===== config.mk =====
export PLATFORM = sky130hd
export DESIGN_NAME = uart_tx_fifo_serial
export DESIGN_NICKNAME = d
export VERILOG_FILES = /design/src/rtl/uart_tx_fifo_serial.sv
export SDC_FILE = /design/constraint.sdc
export NUM_CORES = 1
export LEC_CHECK = 0
export ABC_AREA = 1
export CAP_MARGIN = 20
export CELL_PAD_IN_SITES_DETAIL_PLACEMENT = 1
export CELL_PAD_IN_SITES_GLOBAL_PLACEMENT = 1
export CORE_MARGIN = 4
export CORE_UTILIZATION = 44
export CTS_CLUSTER_DIAMETER = 150
export DETAILED_ROUTE_END_ITERATION = 10
export GPL_ROUTABILITY_DRIVEN = 0
export PLACE_DENSITY_LB_ADDON = 0.08
export SLEW_MARGIN = 20
export SYNTH_ARGS = -nofsm -noshare
export SYNTH_HDL_FRONTEND = slang
export SYNTH_SLANG_ARGS = --single-unit

===== constraint.sdc =====
create_clock -name i_clk_20mhz -period 4.97 [get_ports i_clk_20mhz]
set_clock_uncertainty 0.05 [all_clocks]
set_input_delay 0.994 -clock i_clk_20mhz [delete_from_list [all_inputs] [get_ports i_clk_20mhz]]
set_output_delay 0.994 -clock i_clk_20mhz [all_outputs]
set_load 0.1 [all_outputs]

===== src/rtl/uart_tx_fifo_serial.sv =====
// -----------------------------------------------------------------------------
// uart_tx_fifo_serial
//
// Purpose
//   Byte FIFO followed by an 8N1 UART serializer (LSB first). Bytes arrive on
//   a valid-only push interface from an upstream line feeder. That feeder
//   pushes a whole text line on consecutive clocks and never looks at ready
//   per byte. o_tx_ready therefore advertises "a full line fits" rather than
//   "one byte fits".
//
// Parameters
//   FCLK_HZ     system clock frequency in Hz
//   BAUD        serial line rate; DIV = round(FCLK_HZ / BAUD) clocks per bit
//   FIFO_DEPTH  byte entries, power of two, >= READY_ROOM
//   READY_ROOM  free entries required before o_tx_ready is raised
//
// Ports
//   i_clk_20mhz      in   system clock, all logic on the rising edge
//   i_rst_20mhz      in   asynchronous active-high reset
//   i_tx_data        in   [7:0] byte to enqueue, ignored unless i_tx_valid
//   i_tx_valid       in   enqueue strobe, at most one byte per clock
//   o_tx_ready       out  registered; free entries >= READY_ROOM
//   o_uart_tx        out  registered serial line, idle high
//   o_tx_busy        out  registered; FIFO non-empty or a frame in progress
//   o_fifo_overflow  out  sticky; a push was dropped because the FIFO was full
// -----------------------------------------------------------------------------
module uart_tx_fifo_serial #(
   parameter int unsigned FCLK_HZ    = 20_000_000,
   parameter int unsigned BAUD       = 115_200,
   parameter int unsigned FIFO_DEPTH = 64,
   parameter int unsigned READY_ROOM = 34
) (
   input  logic       i_clk_20mhz,
   input  logic       i_rst_20mhz,
   input  logic [7:0] i_tx_data,
   input  logic       i_tx_valid,
   output logic       o_tx_ready,
   output logic       o_uart_tx,
   output logic       o_tx_busy,
   output logic       o_fifo_overflow
);

   // ---------------------------------------------------------------------------
   // Derived constants
   // ---------------------------------------------------------------------------
   localparam int unsigned DIV = (FCLK_HZ + BAUD / 2) / BAUD;   // clocks per bit
   localparam int unsigned AW  = $clog2(FIFO_DEPTH);           // pointer width
   localparam int unsigned CW  = AW + 1;                       // count 0..DEPTH
   localparam int unsigned BW  = $clog2(DIV);                  // holds 0..DIV-1

   localparam logic [BW-1:0] BAUD_LAST = BW'(DIV - 1);
   localparam logic [CW-1:0] DEPTH_C   = CW'(FIFO_DEPTH);
   localparam logic [CW-1:0] ROOM_C    = CW'(READY_ROOM);
   localparam logic [CW-1:0] COUNT_ONE = CW'(1);

   typedef enum logic [1:0] {
      IDLE,
      START,
      DATA,
      STOP
   } state_t;

   // ---------------------------------------------------------------------------
   // Storage and state
   // ---------------------------------------------------------------------------
   logic [7:0]    mem [FIFO_DEPTH];
   logic [AW-1:0] wr_ptr;
   logic [AW-1:0] rd_ptr;
   logic [CW-1:0] count;
   logic [CW-1:0] count_next;

   state_t        state;
   logic [BW-1:0] baud_cnt;
   logic [2:0]    bit_idx;
   logic [7:0]    shift;

   logic          baud_term;
   logic          fifo_full;
   logic          fifo_empty;
   logic          push;
   logic          pop;
   logic          frame_next;
   logic [7:0]    head;

   assign baud_term  = (baud_cnt == BAUD_LAST);
   assign fifo_full  = (count == DEPTH_C);
   assign fifo_empty = (count == '0);
   assign head       = mem[rd_ptr];

   // A push is judged on the registered count only. A pop on the same edge
   // frees a slot too late to rescue a push that arrives while full.
   assign push = i_tx_valid && !fifo_full;

   // The serializer consumes a byte either from IDLE or at the very end of a
   // stop bit. The second case chains frames with no idle gap.
   assign pop = !fifo_empty &&
                ((state == IDLE) || ((state == STOP) && baud_term));

   // A frame is running after this edge if a byte is popped now, or if a
   // frame is running and this is not the final clock of its stop bit.
   assign frame_next = pop ||
                       ((state != IDLE) && !((state == STOP) && baud_term));

   always_comb begin
      // NOTE: assigning a default first keeps every path driven, so no latch is inferred.
      count_next = count;
      case ({push, pop})
         2'b10:   count_next = count + COUNT_ONE;
         2'b01:   count_next = count - COUNT_ONE;
         default: count_next = count;
      endcase
   end

   // ---------------------------------------------------------------------------
   // FIFO bookkeeping and registered status flags
   // ---------------------------------------------------------------------------
   always_ff @(posedge i_clk_20mhz or posedge i_rst_20mhz) begin
      if (i_rst_20mhz) begin
         // NOTE: state uses non-blocking assignments so every flop samples pre-edge values.
         wr_ptr          <= '0;
         rd_ptr          <= '0;
         count           <= '0;
         o_tx_ready      <= 1'b0;
         o_tx_busy       <= 1'b0;
         o_fifo_overflow <= 1'b0;
      end else begin
         if (push) begin
            wr_ptr <= wr_ptr + 1'b1;
         end
         if (pop) begin
            rd_ptr <= rd_ptr + 1'b1;
         end
         count <= count_next;

         // Flags describe the FIFO as it will be after this edge. The
         // subtraction cannot underflow because count_next never exceeds
         // DEPTH.
         o_tx_ready <= ((DEPTH_C - count_next) >= ROOM_C);
         o_tx_busy  <= (count_next != '0) || frame_next;

         if (i_tx_valid && fifo_full) begin
            o_fifo_overflow <= 1'b1;
         end
      end
   end

   // NOTE: the byte array has no reset; its contents are meaningless until written and the pointers guard them.
   always_ff @(posedge i_clk_20mhz) begin
      if (push) begin
         mem[wr_ptr] <= i_tx_data;
      end
   end

   // ---------------------------------------------------------------------------
   // Serializer: IDLE -> START -> DATA x8 -> STOP -> (START | IDLE)
   // Every bit lasts DIV clocks. The line value is set on the edge that enters
   // each bit, so o_uart_tx is a flop output with no decode glitches.
   // ---------------------------------------------------------------------------
   always_ff @(posedge i_clk_20mhz or posedge i_rst_20mhz) begin
      if (i_rst_20mhz) begin
         state     <= IDLE;
         baud_cnt  <= '0;
         bit_idx   <= '0;
         shift     <= '0;
         o_uart_tx <= 1'b1;
      end else begin
         case (state)
            IDLE: begin
               if (pop) begin
                  shift     <= head;
                  o_uart_tx <= 1'b0;
                  baud_cnt  <= '0;
                  state     <= START;
               end
            end

            START: begin
               if (baud_term) begin
                  o_uart_tx <= shift[0];
                  bit_idx   <= '0;
                  baud_cnt  <= '0;
                  state     <= DATA;
               end else begin
                  baud_cnt <= baud_cnt + 1'b1;
               end
            end

            DATA: begin
               if (baud_term) begin
                  baud_cnt <= '0;
                  if (bit_idx == 3'd7) begin
                     o_uart_tx <= 1'b1;
                     state     <= STOP;
                  end else begin
                     // Shift right so the next bit to send always sits at
                     // shift[1] while the current one is on the line.
                     shift     <= {1'b0, shift[7:1]};
                     o_uart_tx <= shift[1];
                     bit_idx   <= bit_idx + 3'd1;
                  end
               end else begin
                  baud_cnt <= baud_cnt + 1'b1;
               end
            end

            STOP: begin
               if (baud_term) begin
                  baud_cnt <= '0;
                  if (pop) begin
                     shift     <= head;
                     o_uart_tx <= 1'b0;
                     state     <= START;
                  end else begin
                     state <= IDLE;
                  end
               end else begin
                  baud_cnt <= baud_cnt + 1'b1;
               end
            end

            default: begin
               state     <= IDLE;
               baud_cnt  <= '0;
               o_uart_tx <= 1'b1;
            end
         endcase
      end
   end

endmodule


==> impl_metrics.yaml <==
grt:
  grt_max_degree: 131
  grt_pass1_wl_mm: 102
  grt_remaining_overflow: 0
  antenna_found_initial: 0
  grt_pass1_vias: 16551
  grt_use_total_pct: 23.5
detailed_routing:
  finalWirelength_mm: 66.8
  wl_per_cell_um: 23.0
  firstDrtPassIters: 5
  ant_nets: 0
  vias: 15945
  drc: 0
  drt_iter0_drc: 1261
  via_per_inst: 5.50
cts:
  cts_tree: "yes"
  cts-hold-fix-buffers: 0
  htree_num_levels: 2
  clk_pin_slew_ns: 0.06
  cts_made_buffers: 60
  cts_resized: 0
  clock-root-buffer: "clkbuf_16"
  postCtsSetupBuffers: 0
  worstSkewPairLatency_ns: 0.64
  clockBufferDepth: 3
  clock_sinks: 556
final_layout:
  drive_above_1_share_pct: 9.28
  final_area_um2: 26500
  nets: 2189
  syn_to_final_growth_pct: 13.1
  fillers: 5539
  diodes: 0
timing:
  fin_crit_ns: 3.69
  setup_violations: 0
  hold_violations: 0
  fmax_ghz: 0.271
  tightest_slew_ns: 1.08
  relSlewSlack_pct: 27.7
  rsz0062_at_grt: "false"
  fin_crit_sh_pct: 74.3
  maxSlewViolCount: 0
  tns_ns: 0
outcome:
  status: "completed"
setup_path:
  rr_endpoint: "o_tx_busy"
  worst_path_max_delay_cell: "fa_1"
  worstPathMaxFanout: 9
  worstPathArrival_ns: 4.11
  r2r_start: "baud_cnt[1]"
  path_class: "flip-flop to flip-flop"
  cp-end-kind: "flip-flop"
  cp-start-kind: "flip-flop"
  reg2reg_depth: 21
  r2r_setup_slack_ns: 1.28
  crit_family: "simple AND/OR/NAND/NOR gates"
  path_common_cell: "nor2_1"
  cp.required_ns: 5.39
  worstPathBufferInverterCount: 3
  cp_cell_sequence: "inv_1, ha_1, nand2_1, nor2_1, nand2_2, nand2_4, nand2_4, nor2_8, ha_1, inv_1, fa_1, nand2_1, o21ai_1, ha_1, inv_1, nor2_1, nand3_1, nor2_1, nand2_1, nor2_1, nand4_1"
  max_stage_delay_ns: 0.51
logic_synthesis:
  synthSimpleGateAreaFrac_pct: 24.2
  syn_area_per_cell_um2: 11.1
  synth_top_family_by_area: "simple AND/OR/NAND/NOR gates"
  yosysTopAreaCell: "edfxtp_1"
  ys_ff_latch: 556
  synth_compound_area_share_pct: 0.854
  synthArstFlopShare_pct: 7.91
  yosysSeqAreaShare_pct: 70.2
  post-synth-top-count-cell: "nand2_1"
  synth_edf_count: 512
  synthTopCellsByCount: "nand2_1, edfxtp_1, nand3_1"
  synth_xor_area_share_pct: 0.672
  synth_adder_area_share_pct: 1.10
  syn-num-nets: 2149
  syn_area_um2: 23500
  ys.warnings.count: 0
  muxShareOfSynthArea_pct: 0
  synth_cells: 2118
  synth_cell_types: 36
  synth.top_cell.area_share_pct: 65.5
  synthFlopType: "edfxtp_1"
  synth_area_leaders: "edfxtp_1, nand2_1, nand3_1"
power_and_ir_drop:
  pwr-share-clk_pct: 28.6
  finalPower_mw: 15.5
  p_int_mw: 9.41
  power.switching_mw: 6.04
  ir_drop_mv: 0.390
  pwr-share-comb_pct: 35.0
  p_per_area_nw_per_um2: 583
  pwr-share-seq_pct: 36.4
  p_sw_share_pct: 39.1
  p_leak_nw: 9.97
floorplanning:
  rows: 84
  start_util_pct: 44.5
  num_io_pins: 15
  dieArea_um2: 57100
  core_um2: 52700
  die-height_um: 239
  fp.dieW_um: 239
worst_hold_path:
  hold_start: "o_fifo_overflow"
  hold_depth: 1
  hold_path_class: "flip-flop to flip-flop"
  holdPathEnd: "o_fifo_overflow"
placed_design:
  placed_area_um2: 24600
  place.detailed.hpwl_mm: 39.9
  port_buffers: 14
run:
  max_cap_violations: 0
[placed cells by master (no fill, tap or decap), types with 6 or more instances in the layout]
master | Yosys | layout
nand3_1 | 467 | 467
clkinv_1 | 2 | 13
ha_1 | 19 | 19
inv_1 | 45 | 41
clkbuf_1 | 53 | 14
nand2_1 | 731 | 731
clkbuf_16 | 0 | 60
clkinv_2 | 0 | 15
a21oi_1 | 6 | 6
buf_4 | 0 | 77
nor2_1 | 92 | 92
xor2_1 | 16 | 16
nand4_1 | 11 | 11
dfrtp_1 | 43 | 40
edfxtp_1 | 512 | 512
clkdlybuf4s50_1 | 0 | 6
buf_2 | 43 | 6
o21ai_0 | 22 | 22
[through the flow]
step                      worst slack (ns)  hold slack (ns)  util, %  cells
after floorplan                       1.72            0.400        -   2118
after global placement               0.942            0.399     46.7   2784
after detailed placement             0.859            0.396     46.7   2784
after CTS                             1.26            0.414     50.4   2898
after global routing                 0.848            0.452     50.4   2898
final                                 1.28            0.411     50.4   2898
[kinds of logic (layout without fill, tap and decap cells)]
kind of cell / after synthesis / count (layout)
DFF: 556 / 556
adders and majority gates: 20 / 20
buffers and inverters: 165 / 257
and+or+nand+nor: 1323 / 1323
AOI/OAI and AO/OA: 36 / 36
xor gates and xnor gates: 18 / 18
[power by group through the flow]
stage	clock [mW]	sequential [mW]	combinational, mW
finish	4.42	5.63	5.41
global route	4.72	5.65	6.05
CTS	4.51	5.62	5.49
detailed placement	0	5.72	5.45
global placement	0	5.71	5.33
floorplan	0	5.66	3.59
[state kept, by name (all words and copies together), names as in the netlist]
register         flops
state                2
count                7
baud_cnt             8
o_fifo_overflow      1
wr_ptr               6
o_tx_busy            1
bit_idx              3
mem                512
o_tx_ready           1
rd_ptr               6
shift                8
o_uart_tx            1
[final cells by class]
type,instances,area [um^2],area share [%]
Timing Repair Buffer,92,728,2.75
Clock buffer,79,1620,6.12
Tap cell,688,861,3.25
Multi-Input combinational cell,1397,6300,23.7
Clock inverter,35,322,1.21
Inverter,51,203,0.764
Sequential cell,556,16500,62.2
[routing by layer]
layer	share of wire (%)	vias to the layer above	wire (um)	GRT usage (%)
li1	-	7422	-	-
met2	48	346	32200	38.7
met4	2.5	0	1660	6.28
met1	45	8078	30000	33.6
met3	4.4	99	2930	2.87
met5	0	-	0	0
[worst max-delay path by stage]
stage / startpoint / endpoint / slack [ns] / depth (start not counted)
2_1_floorplan: i_tx_valid / o_tx_busy / 1.72 / 16
3_3_place_gp: i_tx_valid / o_tx_ready / 0.94 / 19
3_5_place_dp: i_tx_valid / o_tx_busy / 0.86 / 17
4_1_cts: baud_cnt[1] / o_tx_busy / 1.26 / 21
5_1_grt: baud_cnt[1] / o_tx_ready / 0.85 / 23
6_report: baud_cnt[1] / o_tx_busy / 1.28 / 21
Power figures use the tool's default switching activity.
